==> config.mk <==
export PLATFORM = sky130hd
export DESIGN_NAME = pd_4b5b_rx_deframer_flat
export DESIGN_NICKNAME = d
export VERILOG_FILES = /design/src/rtl/pd_4b5b_rx_deframer_if.sv /design/src/rtl/pd_4b5b_rx_deframer.sv /design/src/flat_wrapper.sv
export SDC_FILE = /design/constraint.sdc
export NUM_CORES = 1
export LEC_CHECK = 0
export CORE_MARGIN = 10
export CORE_UTILIZATION = 30
export CTS_BUF_LIST = sky130_fd_sc_hd__clkbuf_4 sky130_fd_sc_hd__clkbuf_8
export DETAILED_ROUTE_END_ITERATION = 10
export GPL_TIMING_DRIVEN = 0
export PLACE_DENSITY_LB_ADDON = 0.08
export REMOVE_ABC_BUFFERS = 1
export SYNTH_ARGS = -nofsm -noshare
export SYNTH_HDL_FRONTEND = slang
export SYNTH_SLANG_ARGS = --single-unit
==> constraint.sdc <==
create_clock -name clk_i -period 4.8 [get_ports clk_i]
set_clock_uncertainty 0.1 [all_clocks]
set_input_delay 0.72 -clock clk_i [delete_from_list [all_inputs] [get_ports clk_i]]
set_output_delay 0.72 -clock clk_i [all_outputs]
set_load 0.01 [all_outputs]
==> src/rtl/pd_4b5b_rx_deframer_if.sv <==
// Symbol-in / frame-out bundle for the USB-PD 4b5b receive deframer.
// slave is the deframer side, master is the symbol source / frame consumer.
interface pd_4b5b_rx_deframer_if;
    logic [4:0] sym_in;
    logic       sym_vld;
    logic       frame_start;
    logic [1:0] sop_type;
    logic [7:0] byte_out;
    logic       byte_vld;
    logic       frame_end;
    logic       frame_ok;
    logic [2:0] err_code;
    logic       hard_rst;

    modport master (
        output sym_in, sym_vld,
        input  frame_start, sop_type, byte_out, byte_vld,
        input  frame_end, frame_ok, err_code, hard_rst
    );

    modport slave (
        input  sym_in, sym_vld,
        output frame_start, sop_type, byte_out, byte_vld,
        output frame_end, frame_ok, err_code, hard_rst
    );
endinterface

==> src/rtl/pd_4b5b_rx_deframer.sv <==
// USB-PD receive deframer: ordered-set hunt, 4b5b decode, byte assembly, frame status.
// Define PD_RX_CRC_CHK_EN to build the CRC-32 residue check at EOP.
module pd_4b5b_rx_deframer #(
    parameter int MAX_BYTES = 34
) (
    input logic                  clk_i,
    input logic                  rst_ni,
    pd_4b5b_rx_deframer_if.slave bus
);

    localparam logic [4:0] K_S1  = 5'b11000;
    localparam logic [4:0] K_S2  = 5'b10001;
    localparam logic [4:0] K_S3  = 5'b00110;
    localparam logic [4:0] K_R1  = 5'b00111;
    localparam logic [4:0] K_R2  = 5'b11001;
    localparam logic [4:0] K_EOP = 5'b01101;

    // Ordered sets, oldest symbol in the top slot.
    localparam logic [3:0][4:0] OS_SOP   = {K_S1, K_S1, K_S1, K_S2};
    localparam logic [3:0][4:0] OS_SOPP  = {K_S1, K_S1, K_S3, K_S3};
    localparam logic [3:0][4:0] OS_SOPPP = {K_S1, K_S3, K_S1, K_S3};
    localparam logic [3:0][4:0] OS_HRST  = {K_R1, K_R1, K_R1, K_R2};

    localparam logic [2:0] E_OK    = 3'd0;
    localparam logic [2:0] E_INVAL = 3'd1;
    localparam logic [2:0] E_KCODE = 3'd2;
    localparam logic [2:0] E_ODD   = 3'd3;
    localparam logic [2:0] E_OVFL  = 3'd4;
    localparam logic [2:0] E_SHORT = 3'd6;

    localparam logic [5:0] CNT_MAX  = 6'(MAX_BYTES);
    localparam logic [5:0] CNT_SAT  = 6'h3F;
    localparam logic [5:0] MIN_BYTES = 6'd6;

    typedef enum logic {HUNT, PAYLOAD} state_e;

    typedef struct packed {
        logic       data;
        logic       eop;
        logic       kcode;
        logic [3:0] nib;
    } sym_dec_t;

    function automatic sym_dec_t decode(input logic [4:0] s);
        sym_dec_t d;
        d      = '0;
        d.data = 1'b1;
        case (s)
            5'b11110: d.nib = 4'h0;
            5'b01001: d.nib = 4'h1;
            5'b10100: d.nib = 4'h2;
            5'b10101: d.nib = 4'h3;
            5'b01010: d.nib = 4'h4;
            5'b01011: d.nib = 4'h5;
            5'b01110: d.nib = 4'h6;
            5'b01111: d.nib = 4'h7;
            5'b10010: d.nib = 4'h8;
            5'b10011: d.nib = 4'h9;
            5'b10110: d.nib = 4'hA;
            5'b10111: d.nib = 4'hB;
            5'b11010: d.nib = 4'hC;
            5'b11011: d.nib = 4'hD;
            5'b11100: d.nib = 4'hE;
            5'b11101: d.nib = 4'hF;
            K_EOP: begin
                d.data = 1'b0;
                d.eop  = 1'b1;
            end
            K_S1, K_S2, K_S3, K_R1, K_R2: begin
                d.data  = 1'b0;
                d.kcode = 1'b1;
            end
            default: d.data = 1'b0;
        endcase
        return d;
    endfunction

`ifdef PD_RX_CRC_CHK_EN
    localparam logic [31:0] CRC_INIT    = 32'hFFFF_FFFF;
    localparam logic [31:0] CRC_RESIDUE = 32'hDEBB_20E3;

    function automatic logic [31:0] crc_byte(input logic [31:0] c, input logic [7:0] b);
        logic [31:0] r;
        r = c ^ {24'h0, b};
        for (int i = 0; i < 8; i++) begin
            r = r[0] ? ((r >> 1) ^ 32'hEDB8_8320) : (r >> 1);
        end
        return r;
    endfunction

    logic [31:0] crc_q, crc_d;
`endif

    state_e          state_q, state_d;
    logic [3:0][4:0] win_q, win_d;
    logic            phase_q, phase_d;
    logic [3:0]      lo_q, lo_d;
    logic [5:0]      cnt_q, cnt_d;

    logic            frame_start_q, frame_start_d;
    logic [1:0]      sop_type_q, sop_type_d;
    logic [7:0]      byte_out_q, byte_out_d;
    logic            byte_vld_q, byte_vld_d;
    logic            frame_end_q, frame_end_d;
    logic            frame_ok_q, frame_ok_d;
    logic [2:0]      err_code_q, err_code_d;
    logic            hard_rst_q, hard_rst_d;

    sym_dec_t        dec;
    logic [3:0][4:0] win_nxt;
    logic            sop_hit;
    logic [1:0]      sop_kind;
    logic            close;
    logic [2:0]      err;

    assign dec     = decode(bus.sym_in);
    assign win_nxt = {win_q[2:0], bus.sym_in};

    always_comb begin
        sop_hit  = 1'b1;
        sop_kind = 2'd0;
        if (win_nxt == OS_SOP) begin
            sop_kind = 2'd0;
        end else if (win_nxt == OS_SOPP) begin
            sop_kind = 2'd1;
        end else if (win_nxt == OS_SOPPP) begin
            sop_kind = 2'd2;
        end else begin
            sop_hit = 1'b0;
        end
    end

    always_comb begin
        state_d       = state_q;
        win_d         = win_q;
        phase_d       = phase_q;
        lo_d          = lo_q;
        cnt_d         = cnt_q;
        sop_type_d    = sop_type_q;
        byte_out_d    = byte_out_q;
        frame_ok_d    = frame_ok_q;
        err_code_d    = err_code_q;
        frame_start_d = 1'b0;
        byte_vld_d    = 1'b0;
        frame_end_d   = 1'b0;
        hard_rst_d    = 1'b0;
        close         = 1'b0;
        err           = E_OK;
`ifdef PD_RX_CRC_CHK_EN
        crc_d         = crc_q;
`endif

        if (bus.sym_vld) begin
            case (state_q)
                HUNT: begin
                    win_d = win_nxt;
                    if (sop_hit) begin
                        frame_start_d = 1'b1;
                        sop_type_d    = sop_kind;
                        win_d         = '0;
                        phase_d       = 1'b0;
                        cnt_d         = '0;
                        state_d       = PAYLOAD;
`ifdef PD_RX_CRC_CHK_EN
                        crc_d         = CRC_INIT;
`endif
                    end else if (win_nxt == OS_HRST) begin
                        hard_rst_d = 1'b1;
                        win_d      = '0;
                    end
                end
                PAYLOAD: begin
                    if (dec.data) begin
                        if (!phase_q) begin
                            lo_d    = dec.nib;
                            phase_d = 1'b1;
                        end else if (cnt_q == CNT_MAX) begin
                            // The overflowing byte is dropped, not emitted.
                            close = 1'b1;
                            err   = E_OVFL;
                        end else begin
                            byte_out_d = {dec.nib, lo_q};
                            byte_vld_d = 1'b1;
                            phase_d    = 1'b0;
                            cnt_d      = (cnt_q == CNT_SAT) ? cnt_q : cnt_q + 6'd1;
`ifdef PD_RX_CRC_CHK_EN
                            crc_d      = crc_byte(crc_q, {dec.nib, lo_q});
`endif
                        end
                    end else if (dec.eop) begin
                        close = 1'b1;
                        if (phase_q) begin
                            err = E_ODD;
                        end else if (cnt_q < MIN_BYTES) begin
                            err = E_SHORT;
                        end else begin
`ifdef PD_RX_CRC_CHK_EN
                            err = (crc_q == CRC_RESIDUE) ? E_OK : 3'd5;
`else
                            err = E_OK;
`endif
                        end
                    end else begin
                        close = 1'b1;
                        err   = dec.kcode ? E_KCODE : E_INVAL;
                    end
                end
                default: state_d = HUNT;
            endcase
        end

        if (close) begin
            frame_end_d = 1'b1;
            err_code_d  = err;
            frame_ok_d  = (err == E_OK);
            phase_d     = 1'b0;
            win_d       = '0;
            state_d     = HUNT;
        end
    end

    always_ff @(posedge clk_i or negedge rst_ni) begin
        if (!rst_ni) begin
            state_q       <= HUNT;
            win_q         <= '0;
            phase_q       <= 1'b0;
            lo_q          <= '0;
            cnt_q         <= '0;
            frame_start_q <= 1'b0;
            sop_type_q    <= '0;
            byte_out_q    <= '0;
            byte_vld_q    <= 1'b0;
            frame_end_q   <= 1'b0;
            frame_ok_q    <= 1'b0;
            err_code_q    <= '0;
            hard_rst_q    <= 1'b0;
        end else begin
            state_q       <= state_d;
            win_q         <= win_d;
            phase_q       <= phase_d;
            lo_q          <= lo_d;
            cnt_q         <= cnt_d;
            frame_start_q <= frame_start_d;
            sop_type_q    <= sop_type_d;
            byte_out_q    <= byte_out_d;
            byte_vld_q    <= byte_vld_d;
            frame_end_q   <= frame_end_d;
            frame_ok_q    <= frame_ok_d;
            err_code_q    <= err_code_d;
            hard_rst_q    <= hard_rst_d;
        end
    end

`ifdef PD_RX_CRC_CHK_EN
    always_ff @(posedge clk_i or negedge rst_ni) begin
        if (!rst_ni) begin
            crc_q <= CRC_INIT;
        end else begin
            crc_q <= crc_d;
        end
    end
`endif

    assign bus.frame_start = frame_start_q;
    assign bus.sop_type    = sop_type_q;
    assign bus.byte_out    = byte_out_q;
    assign bus.byte_vld    = byte_vld_q;
    assign bus.frame_end   = frame_end_q;
    assign bus.frame_ok    = frame_ok_q;
    assign bus.err_code    = err_code_q;
    assign bus.hard_rst    = hard_rst_q;

endmodule

==> src/flat_wrapper.sv <==
// flat-port wrapper written by rule: the top's interface ports become plain ports
module pd_4b5b_rx_deframer_flat 
#(
    parameter int MAX_BYTES = 34
)
  (clk_i, rst_ni, bus_sym_in, bus_sym_vld, bus_frame_start, bus_sop_type, bus_byte_out, bus_byte_vld, bus_frame_end, bus_frame_ok, bus_err_code, bus_hard_rst);
  pd_4b5b_rx_deframer_if bus_i ();
  input logic clk_i;
  input logic rst_ni;
  input wire logic [$bits(bus_i.sym_in)-1:0] bus_sym_in;
  input wire logic [$bits(bus_i.sym_vld)-1:0] bus_sym_vld;
  output wire logic [$bits(bus_i.frame_start)-1:0] bus_frame_start;
  output wire logic [$bits(bus_i.sop_type)-1:0] bus_sop_type;
  output wire logic [$bits(bus_i.byte_out)-1:0] bus_byte_out;
  output wire logic [$bits(bus_i.byte_vld)-1:0] bus_byte_vld;
  output wire logic [$bits(bus_i.frame_end)-1:0] bus_frame_end;
  output wire logic [$bits(bus_i.frame_ok)-1:0] bus_frame_ok;
  output wire logic [$bits(bus_i.err_code)-1:0] bus_err_code;
  output wire logic [$bits(bus_i.hard_rst)-1:0] bus_hard_rst;
  assign bus_i.sym_in = bus_sym_in;
  assign bus_i.sym_vld = bus_sym_vld;
  assign bus_frame_start = bus_i.frame_start;
  assign bus_sop_type = bus_i.sop_type;
  assign bus_byte_out = bus_i.byte_out;
  assign bus_byte_vld = bus_i.byte_vld;
  assign bus_frame_end = bus_i.frame_end;
  assign bus_frame_ok = bus_i.frame_ok;
  assign bus_err_code = bus_i.err_code;
  assign bus_hard_rst = bus_i.hard_rst;
  pd_4b5b_rx_deframer #(.MAX_BYTES(MAX_BYTES)) u_core (.clk_i(clk_i), .rst_ni(rst_ni), .bus(bus_i));
endmodule
Word-level counts from Yosys, hierarchy flattened
Index checks and enable logic that the tools add are counted.
{ "word_totals": {"out_inout_bits": 18, "reg_bits": 45, "input_bits": 8, "wordCells": 123} }
{ "classes": {"bitwise_logic": 3, "n_reduce_logical": 10, "magnitude_cmp": 1, "n_eq_ne": 36, "n_addsub": 1, "mux": 57} }
{ "ops": {"columns": ["cell", "n"], "rows": [
  ["$mux 15", 5],
  ["$eq 5x5->1 const B", 14],
  ["$eq 20x20->1 const B", 3],
  ["$pmux 4 s15", 1],
  ["$mux 1", 32],
  ["$eq 5x4->1 const B", 6],
  ["$mux 6", 5],
  ["$mux 3", 8],
  ["$eq 20x18->1 const B", 1],
  ["$reduce_or 16->1", 1],
  ["$eq 6x6->1 const B", 2],
  ["$pmux 6 s2", 1],
  ["$eq 5x3->1 const B", 2],
  ["$ne 2x2->1 const B", 5],
  ["$mux 2", 4],
  ["$add 6x1->6 const B", 1],
  ["$lt 6x3->1 const B", 1],
  ["$reduce_and 3->1", 2],
  ["$reduce_and 6->1", 1],
  ["$reduce_and 5->1", 1],
  ["$reduce_or 5->1", 1],
  ["$reduce_and 4->1", 1],
  ["$logic_not 3->1", 1],
  ["$ne 3x1->1 const B", 1],
  ["6 further kinds", 8]
]} }

Longest topological paths before layout
Gate-level depths: netlist of the first run.
{ "logic_depth": {"depth_word": 9, "ltp_mapped": 10, "ltp_nobuf": 9} }

Worst setup path before layout of the first run
OpenSTA, ideal clock, no wires.
{ "synth_path": {"path_type": "in2reg", "from": "input bus_sym_in[2]", "to": "register u_core.win_q (netlist bit u_core.win_nxt[8])", "required_time_ps": 4579, "setup_slack_ps": 2489, "setup_time_ps": 121, "t_arrival_ps": 2090, "path_buffers": 2, "path_stages": 8, "path_cell_list": "buf_6 and2b_4 nand2_2 or4_4 nand2_2 nor2_2 buf_6 a22o_1"} }
{ "synth_between": {"elab_chain_len": 8, "word_cells_on_any_way": 36, "cone_classes": "eq/ne: 21; mux: 12; reduce/logical: 3"} }
{ "synth_lines": {"columns": ["element", "line_no", "source"], "rows": [
  ["start: declaration", "flat_wrapper.sv:10", "input wire logic [$bits(bus_i.sym_in)-1:0] bus_sym_in;"],
  ["$eq 5x5->1, or another cell as far along", "pd_4b5b_rx_deframer.sv:48", "case (s)"],
  ["$reduce_or 16->1 (no line) / $mux 1 (equally long branches)", null, null],
  ["$mux 1, on equally long branches", "pd_4b5b_rx_deframer.sv:48, pd_4b5b_rx_deframer.sv:124", null],
  ["$mux 1, on equally long branches", "pd_4b5b_rx_deframer.sv:173, pd_4b5b_rx_deframer.sv:122", null],
  ["$mux 1 / $mux 15 (equally long branches)", "pd_4b5b_rx_deframer.sv:154, pd_4b5b_rx_deframer.sv:157", null],
  ["$mux 1 / $mux 15 (equally long branches)", "pd_4b5b_rx_deframer.sv:153, pd_4b5b_rx_deframer.sv:154", null],
  ["$ne 2x2->1 (no line), or another cell as far along", null, null],
  ["$reduce_and 2->1 (no line) / $mux 15 (equally long branches)", null, null],
  ["end signal: assignment", "pd_4b5b_rx_deframer.sv:239", "win_q <= win_d;"],
  ["end: declaration", "pd_4b5b_rx_deframer.sv:95", "logic [3:0][4:0] win_q, win_d;"]
]} }
Several ways; a longest one is shown, not always the timed one. The select of a mux whose other input is x is not followed.
A chain may end at the register's enable or synchronous reset.

Worst setup path after layout of the first run
{ "layout_path": {"from": "input bus_sym_in[4]", "to": "register u_core.cnt_q[1]"} }
{ "layout_between": {"elab_chain_len": 6, "word_cells_on_any_way": 27, "cone_classes": "eq/ne: 21; mux: 4; reduce/logical: 2"} }
{ "layout_lines": {"columns": ["element", "line_no", "source"], "rows": [
  ["$eq 20x20->1", "pd_4b5b_rx_deframer.sv:126", "end else if (win_nxt == OS_SOPPP) begin"],
  ["$mux 1", "pd_4b5b_rx_deframer.sv:126", null],
  ["$mux 1", "pd_4b5b_rx_deframer.sv:124", "end else if (win_nxt == OS_SOPP) begin"],
  ["$mux 1", "pd_4b5b_rx_deframer.sv:122", "if (win_nxt == OS_SOP) begin"],
  ["$ne 2x1->1 (no line)", null, null],
  ["$reduce_and 6->1 (no line) (*)", null, null],
  ["end signal: assignment", "pd_4b5b_rx_deframer.sv:242", "cnt_q <= cnt_d;"],
  ["end: declaration", "pd_4b5b_rx_deframer.sv:98", "logic [5:0] cnt_q, cnt_d;"]
]} }
Every way passes the cells marked *; elsewhere a longest branch is shown, timed or not.

==> results of run 1 <==
## cell type report
class | instances | area [um^2] | share of cell area [%]
Clock buffer | 5 | 68.8 | 2.56
Sequential cell | 45 | 1130 | 41.9
Multi-Input combinational cell | 164 | 1060 | 39.4
Clock inverter | 3 | 25.0 | 0.931
Inverter | 5 | 18.8 | 0.698
Tap cell | 99 | 124 | 4.61
Timing Repair Buffer | 26 | 265 | 9.87
## kinds of logic (layout without fill, tap and decap cells)
| logic type | Yosys count | count (layout) | share of synthesized area (%) |
|---|---|---|---|
| buffers and inverters | 16 | 39 | 5.00 |
| DFF | 45 | 45 | 48.9 |
| xor gates and xnor gates | 4 | 4 | 1.52 |
| adders and majority gates | 2 | 2 | 1.09 |
| AOI/OAI and AO/OA | 50 | 50 | 17.3 |
| muxes | 2 | 2 | 0.979 |
| and+or+nand+nor | 106 | 106 | 25.1 |
## synthesized netlist by cell type, types with 2 or more instances
library cell,count
nand4b_1,2
or3_1,3
buf_2,2
and3_1,3
nor2_1,10
and2_1,3
a21o_1,3
a22o_1,10
buf_4,2
dfrtp_1,45
xnor2_1,4
a21oi_1,3
and4bb_2,4
nand2_2,2
and4_1,2
o21ai_0,11
o221ai_1,2
nand2_1,51
ha_1,2
a22o_2,5
o32ai_1,3
nand2b_1,3
inv_1,5
and2b_2,3
nand3_1,5
nor4bb_1,2
buf_6,6
nor3_1,4
## power breakdown
| group | switching (uW) | internal [uW] |
|---|---|---|
| logic | 59.0 | 58.6 |
| clock network | 143 | 105 |
| registers | 35.9 | 411 |
## final timing paths
kind                            startpoint                endpoint  cells after the start
max                          bus_sym_in[4]         u_core.cnt_q[1]                      7
min                                 rst_ni      u_core.win_nxt[19]                      1
max reg2reg                u_core.cnt_q[0]         u_core.cnt_q[1]                      8
min reg2reg                 u_core.lo_q[2]  u_core.bus.byte_out[2]                      2
max in group asynchronous           rst_ni         u_core.cnt_q[0]                      2
min in group clk_i          u_core.lo_q[2]  u_core.bus.byte_out[2]                      2
## metal layers
layer	up-vias	GRT usage (%)
met3	7	3.29
met4	0	3.15
met5	-	0
met2	34	12.4
li1	854	-
met1	799	14.5
## flip-flops by register name, indices dropped and copies added (netlist names)
signal and flops:
u_core.win_nxt 15, u_core.phase_q 1, u_core.bus.sop_type 2, u_core.bus.frame_ok 1
u_core.bus.hard_rst 1, u_core.bus.byte_out 8, u_core.lo_q 4, u_core.bus.frame_end 1
u_core.bus.byte_vld 1, u_core.state_q 1, u_core.cnt_q 6, u_core.bus.err_code 3
u_core.bus.frame_start 1
## per-stage QoR
| step | worst slack, ns | util [%] | hold slack, ns |
|---|---|---|---|
| after floorplan | 2.34 | - | 0.324 |
| after global placement | 1.14 | 35.0 | 0.351 |
| after detailed placement | 1.10 | 35.2 | 0.354 |
| after CTS | 1.47 | 36.5 | 0.309 |
| after global routing | 1.15 | 36.5 | 0.312 |
| final | 1.52 | 36.5 | 0.290 |
==> flow_metrics.py, run 1 <==
metrics = {
    "pwr": {
        "power.leakage_uw": 0.00115,
        "p_total_uw": 813,
        "powerDensity_nw_per_um2": 302,
        "max-vdd-ir-drop_v": 0.000127,
    },
    "timing": {
        "maxSlewViolCount": 0,
        "rsz0062_at_grt": "no",
        "period_minus_slack_ns": 3.28,
        "tns_ns": 0,
        "fmax_mhz": 305,
        "worstMarginPinSlew_ns": 1.23,
        "finalCritPeriodShare_pct": 68.3,
        "slew_headroom_pct": 17.2,
        "setup_viol": 0,
        "final_hold_viol_count": 0,
    },
    "logic_synthesis": {
        "synthArstFlopShare_pct": 100,
        "syn_avg_cell_area_um2": 10.2,
        "synth_edf_count": 0,
        "yosys_most_used_dff": "dfrtp_1",
        "syn-cell-area_um2": 2300,
        "synth_area_leaders": "dfrtp_1 49%, nand2_1 8.3%, a22o_1 3.8%",
        "yosysTopAreaCell": "dfrtp_1",
        "synth_top_area_share_pct": 48.9,
        "postSynthCellCount": 225,
        "synth_cell_types": 53,
        "synth-seq-cells": 45,
        "yosysWarnings": 0,
        "yosysSeqAreaShare_pct": 48.9,
    },
    "cells_and_area": {
        "final_common_cell": "nand2_1",
        "syn2layout_area_growth_pct": 16.8,
        "nets": 257,
        "final_cell_mix": "51 x nand2_1, 45 x dfrtp_1, 24 x clkdlybuf4s50_1, 11 x o21ai_0",
        "drive_gt1_share_pct": 14.5,
        "diodes": 0,
        "fin_area_um2": 2690,
        "fill_cells": 767,
        "stdcell_count": 347,
    },
    "flow_run": {
        "drv_cap": 0,
    },
    "floorplanning": {
        "core_um2": 7370,
        "die_height_um": 108,
        "rows": 31,
        "pin_count": 26,
        "fp.dieArea_um2": 11600,
        "start_util_pct": 31.2,
        "die_w_um": 108,
    },
    "setup_path": {
        "cp_max_fo": 13,
        "crit_buf_inv": 1,
        "startpoint_type": "primary input",
        "critical_path.max_stage_delay_ns": 0.98,
        "r2r_slack_ns": 2.25,
        "path_cells": "clkdlybuf4s50_1, and4_4, o21ai_2, o311ai_2, a311oi_1, nand2_1, o221ai_1",
        "path_class": "primary input to flop",
        "crit_required_ns": 4.91,
        "critPathTopFamily": "compound AO/OA/AOI/OAI gates",
        "cp.arrival_ns": 3.39,
        "worstSetupEndpointType": "flop",
        "slowest_stage": "a311oi_1",
    },
    "drt": {
        "drt_iter0_drc": 68,
        "wirelength_um": 5280,
        "m1WireLength_um": 2790,
        "top_layer": "met4",
        "post_drt_wl_per_cell_um": 15.2,
        "via_count": 1694,
        "dr.pass1.iters": 4,
        "avgViaCountPerCell": 4.88,
        "wl_met2_um": 2110,
        "route.met3.wl_um": 316,
        "ant_nets": 0,
        "drc_errors": 0,
    },
    "placement": {
        "place_area_um2": 2590,
        "hpwl_um": 3740,
        "dp.cells": 339,
        "gp_congestion": 0.740,
        "portBuffers": 25,
    },
    "cts": {
        "cts.repair.resized": 0,
        "cts-buffers-inserted": 5,
        "h-tree-depth": 2,
        "clock_latency_ns": 0.31,
        "cts_buffer_depth": 2,
        "cts-hold-fix-buffers": 0,
        "post-cts-setup-buffer-count": 0,
        "clk_pin_slew_worst_paths_ns": 0.09,
        "cts.sink_count": 45,
        "cts_root_buf": "clkbuf_8",
        "cts_tree": "done",
    },
    "global_route": {
        "grt_pass1_wl_um": 9110,
        "antenna_found_initial": 0,
        "grt_max_degree": 26,
        "overflow": 0,
        "grt_pass1_vias": 1658,
        "groute.usage.overall_pct": 9.69,
    },
    "status": {
        "status": "complete, no violations",
    },
    "worst_hold_path": {
        "hp-class": "primary input to asynchronous set/reset pin",
    },
}
No activity file was read; power rests on OpenSTA's default activity.
==> run 2: changes to the inputs <==
==> constraint.sdc (replaced) <==
create_clock -name clk_i -period 3.3 [get_ports clk_i]
set_clock_uncertainty 0.1 [all_clocks]
set_input_delay 0.495 -clock clk_i [delete_from_list [all_inputs] [get_ports clk_i]]
set_output_delay 0.495 -clock clk_i [all_outputs]
set_load 0.01 [all_outputs]
==> run 2 against run 1 <==
  * Die area stayed put
  * Non-clock buffer count unchanged
  * Clock power is 46% higher
  * Cell count unchanged
  * Count of clock-buffer cells in the layout unchanged
  * Via count decreased by 0.47%
  * Hold slack lost 0.22 ns
  * Core utilization up 0.085 points
  * First-iteration DRC count is 7.4% higher
  * Global-route usage unchanged
  * Combinational power up 46%
  * Highest routed layer unchanged
==> flow_metrics.py, run 2 (synthesis results as in run 1) <==
metrics = {
    "status": {
        "status": "complete, no violations",
    },
    "drt": {
        "via_count": 1686,
        "wirelength_um": 5270,
        "post_drt_wl_per_cell_um": 15.2,
        "ant_nets": 0,
        "avgViaCountPerCell": 4.86,
        "dr.pass1.iters": 4,
        "drt_iter0_drc": 73,
        "drc_errors": 0,
    },
    "timing": {
        "finalCritPeriodShare_pct": 81.3,
        "layout_setup_ws_ns": 0.616,
        "period_minus_slack_ns": 2.68,
        "maxSlewViolCount": 0,
        "fmax_mhz": 373,
        "slew_headroom_pct": 44.5,
        "holdWs_ns": 0.0654,
        "rsz0062_at_grt": "no",
        "final_hold_viol_count": 0,
        "worstMarginPinSlew_ns": 0.811,
        "setup_viol": 0,
    },
    "pwr": {
        "p_clk_share_pct": 30.5,
        "pwr-share-seq_pct": 55.0,
        "max-vdd-ir-drop_v": 0.000185,
        "powerDensity_nw_per_um2": 440,
        "pwr-share-comb_pct": 14.5,
        "intPower_uw": 837,
        "switching_share_pct": 29.3,
        "power.leakage_uw": 0.00115,
        "switchingPower_uw": 347,
    },
    "floorplanning": {
        "die_w_um": 108,
        "core_um2": 7370,
        "pin_count": 26,
        "die_height_um": 108,
        "start_util_pct": 31.2,
        "fp.dieArea_um2": 11600,
        "rows": 31,
    },
    "global_route": {
        "groute.usage.overall_pct": 9.69,
        "overflow": 0,
        "grt_max_degree": 26,
        "antenna_found_initial": 0,
        "grt_pass1_vias": 1658,
        "grt_pass1_wl_um": 9110,
    },
    "cts": {
        "cts-hold-fix-buffers": 0,
        "cts-buffers-inserted": 5,
        "h-tree-depth": 2,
        "cts_root_buf": "clkbuf_8",
        "cts_tree": "done",
        "clk_pin_slew_worst_paths_ns": 0.09,
        "post-cts-setup-buffer-count": 0,
        "cts.repair.resized": 0,
        "cts_buffer_depth": 2,
        "cts.sink_count": 45,
        "clock_latency_ns": 0.31,
    },
    "setup_path": {
        "worstSetupEndpointType": "flop",
        "path_class": "primary input to flop",
        "rr_startpoint": "u_core.win_nxt[17]",
        "r2r_slack_ns": 1.01,
        "critPathLaunch": "bus_sym_in[1]",
        "startpoint_type": "primary input",
        "r2r-end": "u_core.cnt_q[1]",
        "critical_path.max_stage_delay_ns": 0.65,
        "cp_max_fo": 12,
        "crit_end": "u_core.cnt_q[1]",
        "path_cells": "clkdlybuf4s50_1, nor2b_1, nand3b_1, o32ai_2, o21ai_0, nand2_1, o221ai_1",
        "crit_required_ns": 3.35,
        "r2r_cells": 6,
        "cp.arrival_ns": 2.73,
        "slowest_stage": "clkdlybuf4s50_1",
    },
    "cells_and_area": {
        "largest_reg_flops": 15,
        "stdcell_count": 347,
        "utilization_pct": 36.6,
        "fin_area_um2": 2690,
        "final_cell_mix": "51 x nand2_1, 45 x dfrtp_1, 24 x clkdlybuf4s50_1, 11 x o21ai_0",
        "diodes": 0,
        "fill_cells": 767,
        "drive_gt1_share_pct": 14.9,
        "nets": 257,
        "syn2layout_area_growth_pct": 17.1,
        "final_common_cell": "nand2_1",
    },
    "worst_hold_path": {
        "hp-class": "primary input to asynchronous set/reset pin",
    },
    "placement": {
        "place_area_um2": 2590,
        "portBuffers": 25,
        "hpwl_um": 3740,
        "gp_congestion": 0.740,
        "pre_cts_slack_ns": -0.177,
        "dp.cells": 339,
    },
    "flow_run": {
        "drv_cap": 0,
    },
}
==> run 2: changes by cell type in the layout (fill, tap and decap cells not counted) <==
cell	before	now
a311oi_1	1	0
a311oi_2	0	1
==> run 2: critical path, delay by kind of cell <==
family,cells,cell delay [ns]
AO/OA/AOI/OAI,3,0.87
AND/OR/NAND/NOR,3,0.72
buffers and inverters,1,0.65
==> run 2: power by group through the flow <==
stage               clock network [uW]  logic, uW  registers (uW)
floorplan                            0        103             648
global placement                     0        172             660
detailed placement                   0        176             659
CTS                                377        175             650
global route                       407        195             661
finish                             361        172             651
==> run 2: worst min-delay path by stage <==
stage	start	to	slack [ns]	depth (start not counted)
after floorplan	rst_ni	u_core.bus.byte_out[0]	0.1	0
after global placement	u_core.lo_q[0]	u_core.bus.byte_out[0]	0.35	2
after detailed placement	u_core.lo_q[0]	u_core.bus.byte_out[0]	0.35	2
after CTS	rst_ni	u_core.win_nxt[5]	0.08	1
after global routing	rst_ni	u_core.win_nxt[19]	0.09	1
final	rst_ni	u_core.win_nxt[19]	0.07	1
==> run 2: area by class of cell <==
class | count | area (um^2) | share of cell area [%]
timing repair buffer | 26 | 265 | 9.85
clock buffer | 5 | 68.8 | 2.55
inverter | 5 | 18.8 | 0.697
tap | 99 | 124 | 4.60
multi-input combinational | 164 | 1070 | 39.6
sequential | 45 | 1130 | 41.8
clock inverter | 3 | 25.0 | 0.929
==> run 2: metal layers <==
layer,GRT usage (%),up-vias,routed length [um],share of wire [%]
met5,0,-,0,0
met4,3.15,0,66,1.3
met3,3.29,7,297,5.6
met2,12.4,29,2100,40
met1,14.5,798,2800,53
li1,-,852,-,-
==> run 2: stage by stage <==
stage / total power, uW / TNS, ns
global route: 1260 / 0
CTS: 1200 / 0
floorplan: 752 / 0
detailed placement: 835 / -0.629
finish: 1180 / 0
global placement: 833 / -0.579
==> run 3: changes to the inputs <==
==> constraint.sdc (replaced) <==
create_clock -name clk_i -period 2.2 [get_ports clk_i]
set_clock_uncertainty 0.1 [all_clocks]
set_input_delay 0.33 -clock clk_i [delete_from_list [all_inputs] [get_ports clk_i]]
set_output_delay 0.33 -clock clk_i [all_outputs]
set_load 0.01 [all_outputs]
==> run 3 against run 2 <==
  * First-iteration DRC count rose by 15%
  * Count of clock-buffer cells in the layout did not move
  * Sequential cell count did not move
  * Final area rose by 3.3%
  * Combinational power rose by 58%
  * Die area did not move
  * Largest cell class is now multi-input gates
  * Core utilization rose by 1.2 points
  * Non-clock buffer count rose by 5
==> flow_metrics.py, run 3 (synthesis results as in run 1) <==
metrics = {
    "timing": {
        "maxSlewViolCount": 0,
        "rsz0062_at_grt": "no",
        "worstMarginPinSlew_ns": 0.810,
        "final_hold_viol_count": 0,
        "period_minus_slack_ns": 2.06,
        "layout_setup_ws_ns": 0.144,
        "holdWs_ns": 0.364,
        "slew_headroom_pct": 44.6,
        "fmax_mhz": 486,
        "setup_viol": 0,
        "finalCritPeriodShare_pct": 93.4,
    },
    "drt": {
        "via_count": 1733,
        "dr.pass1.iters": 4,
        "ant_nets": 0,
        "avgViaCountPerCell": 4.92,
        "drt_iter0_drc": 84,
        "wirelength_um": 5330,
        "drc_errors": 0,
        "post_drt_wl_per_cell_um": 15.2,
    },
    "setup_path": {
        "slowest_stage": "dfrtp_1",
        "critPathTopFamily": "simple AND/OR/NAND/NOR gates",
        "critical_path.max_stage_delay_ns": 0.44,
        "path_cells": "nor4bb_1, a22oi_1, o32ai_4, and2_1, mux2_2",
        "crit_buf_inv": 0,
        "path_class": "flop to flop",
        "worstSetupEndpointType": "flop",
        "cp_max_fo": 5,
        "crit_required_ns": 2.29,
        "startpoint_type": "flop",
        "r2r_slack_ns": 0.14,
        "cp.arrival_ns": 2.15,
    },
    "cts": {
        "cts_buffer_depth": 2,
        "h-tree-depth": 2,
        "cts.sink_count": 45,
        "clk_pin_slew_worst_paths_ns": 0.10,
        "cts_root_buf": "clkbuf_8",
        "cts-buffers-inserted": 5,
        "cts_tree": "done",
        "clock_latency_ns": 0.31,
    },
    "cells_and_area": {
        "final_common_cell": "nand2_1",
        "nets": 262,
        "drive_gt1_share_pct": 18.2,
        "stdcell_count": 352,
        "diodes": 0,
        "fin_area_um2": 2780,
        "fill_cells": 753,
        "utilization_pct": 37.7,
        "largest_reg_flops": 15,
        "syn2layout_area_growth_pct": 20.9,
        "final_cell_mix": "51 x nand2_1, 45 x dfrtp_1, 19 x clkdlybuf4s50_1",
    },
    "worst_hold_path": {
        "hp-class": "primary input to flop",
    },
    "global_route": {
        "grt_pass1_wl_um": 9200,
        "grt_pass1_vias": 1685,
        "grt_max_degree": 26,
        "antenna_found_initial": 0,
        "overflow": 0,
        "groute.usage.overall_pct": 9.79,
    },
    "pwr": {
        "p_clk_share_pct": 30.0,
        "max-vdd-ir-drop_v": 0.000277,
        "intPower_uw": 1260,
        "pwr-share-comb_pct": 15.2,
        "switchingPower_uw": 528,
        "power.leakage_uw": 0.00119,
        "switching_share_pct": 29.5,
        "pwr-share-seq_pct": 54.9,
        "powerDensity_nw_per_um2": 644,
    },
    "placement": {
        "gp_congestion": 0.740,
        "hpwl_um": 3740,
        "pre_cts_slack_ns": -1.11,
        "place_area_um2": 2590,
        "dp.cells": 339,
        "portBuffers": 25,
    },
    "floorplanning": {
        "die_height_um": 108,
        "die_w_um": 108,
        "fp.dieArea_um2": 11600,
        "start_util_pct": 31.2,
        "pin_count": 26,
        "core_um2": 7370,
        "rows": 31,
    },
    "flow_run": {
        "drv_cap": 0,
    },
    "status": {
        "status": "complete, no violations",
    },
}
==> run 3: changes by cell type in the layout (fill, tap and decap cells not counted), sizes merged <==
cell           previous run  this run
buf                       2         6
dlygate4sd2               0         3
dlygate4sd3               0         1
clkbuf                    5         7
clkdlybuf4s50            24        19
==> run 3: worst reg2reg max path, cell delays in order (launching register included) <==
cell and delay, ns:
dfrtp_1 0.44, nor4bb_1 0.44, a22oi_1 0.21, o32ai_4 0.18
and2_1 0.24, mux2_2 0.34
==> run 3: final timing paths <==
kind / cells after the start / endpoint / startpoint
hold / removal: 3 / u_core.bus.byte_out[7] / bus_sym_in[4]
hold reg to reg: 2 / u_core.bus.byte_out[2] / u_core.lo_q[2]
setup / recovery: 5 / u_core.bus.sop_type[0] / u_core.win_nxt[13]
max in group asynchronous: 3 / u_core.cnt_q[0] / rst_ni
min in group asynchronous: 2 / u_core.win_nxt[19] / rst_ni
setup reg to reg: 5 / u_core.bus.sop_type[0] / u_core.win_nxt[13]
==> run 3: power by group through the flow <==
stage	Combinational [uW]	Clock, uW	Sequential, uW
floorplan	155	0	972
global placement	259	0	990
detailed placement	264	0	988
CTS	275	565	980
global route	307	611	997
finish	272	537	983
==> run 3: metal layers <==
layer / global-route usage (%) / share of wire, %
met1: 14.7 / 52
met2: 12.4 / 41
met3: 3.35 / 6.3
met4: 3.15 / 1.2
met5: 0 / 0
==> run 3: per-stage QoR <==
step                      TNS [ns]  power (uW)
after floorplan                  0        1130
after global placement      -58.21        1250
after detailed placement    -23.71        1250
after CTS                        0        1820
after global routing             0        1910
final                            0        1790
==> run 3: final cells by class <==
class | count | area (um^2) | area share [%]
clock inverter | 3 | 25.0 | 0.900
timing repair buffer | 31 | 292 | 10.5
inverter | 5 | 18.8 | 0.675
sequential | 45 | 1130 | 40.5
multi-input combinational | 164 | 1130 | 40.5
tap | 99 | 124 | 4.45
clock buffer | 5 | 68.8 | 2.47
==> run 3: what timing repair did <==
| item | 4_1_cts | 5_1_grt |
|---|---|---|
| endpoints found under the hold margin | 20 | 0 |
| resized for setup | 15 | 5 |
| pin swaps | 1 | 2 |
| buffers inserted | 2 | 2 |
| hold buffers | 1 | 0 |
| endpoints found under the setup margin | 35 | 29 |
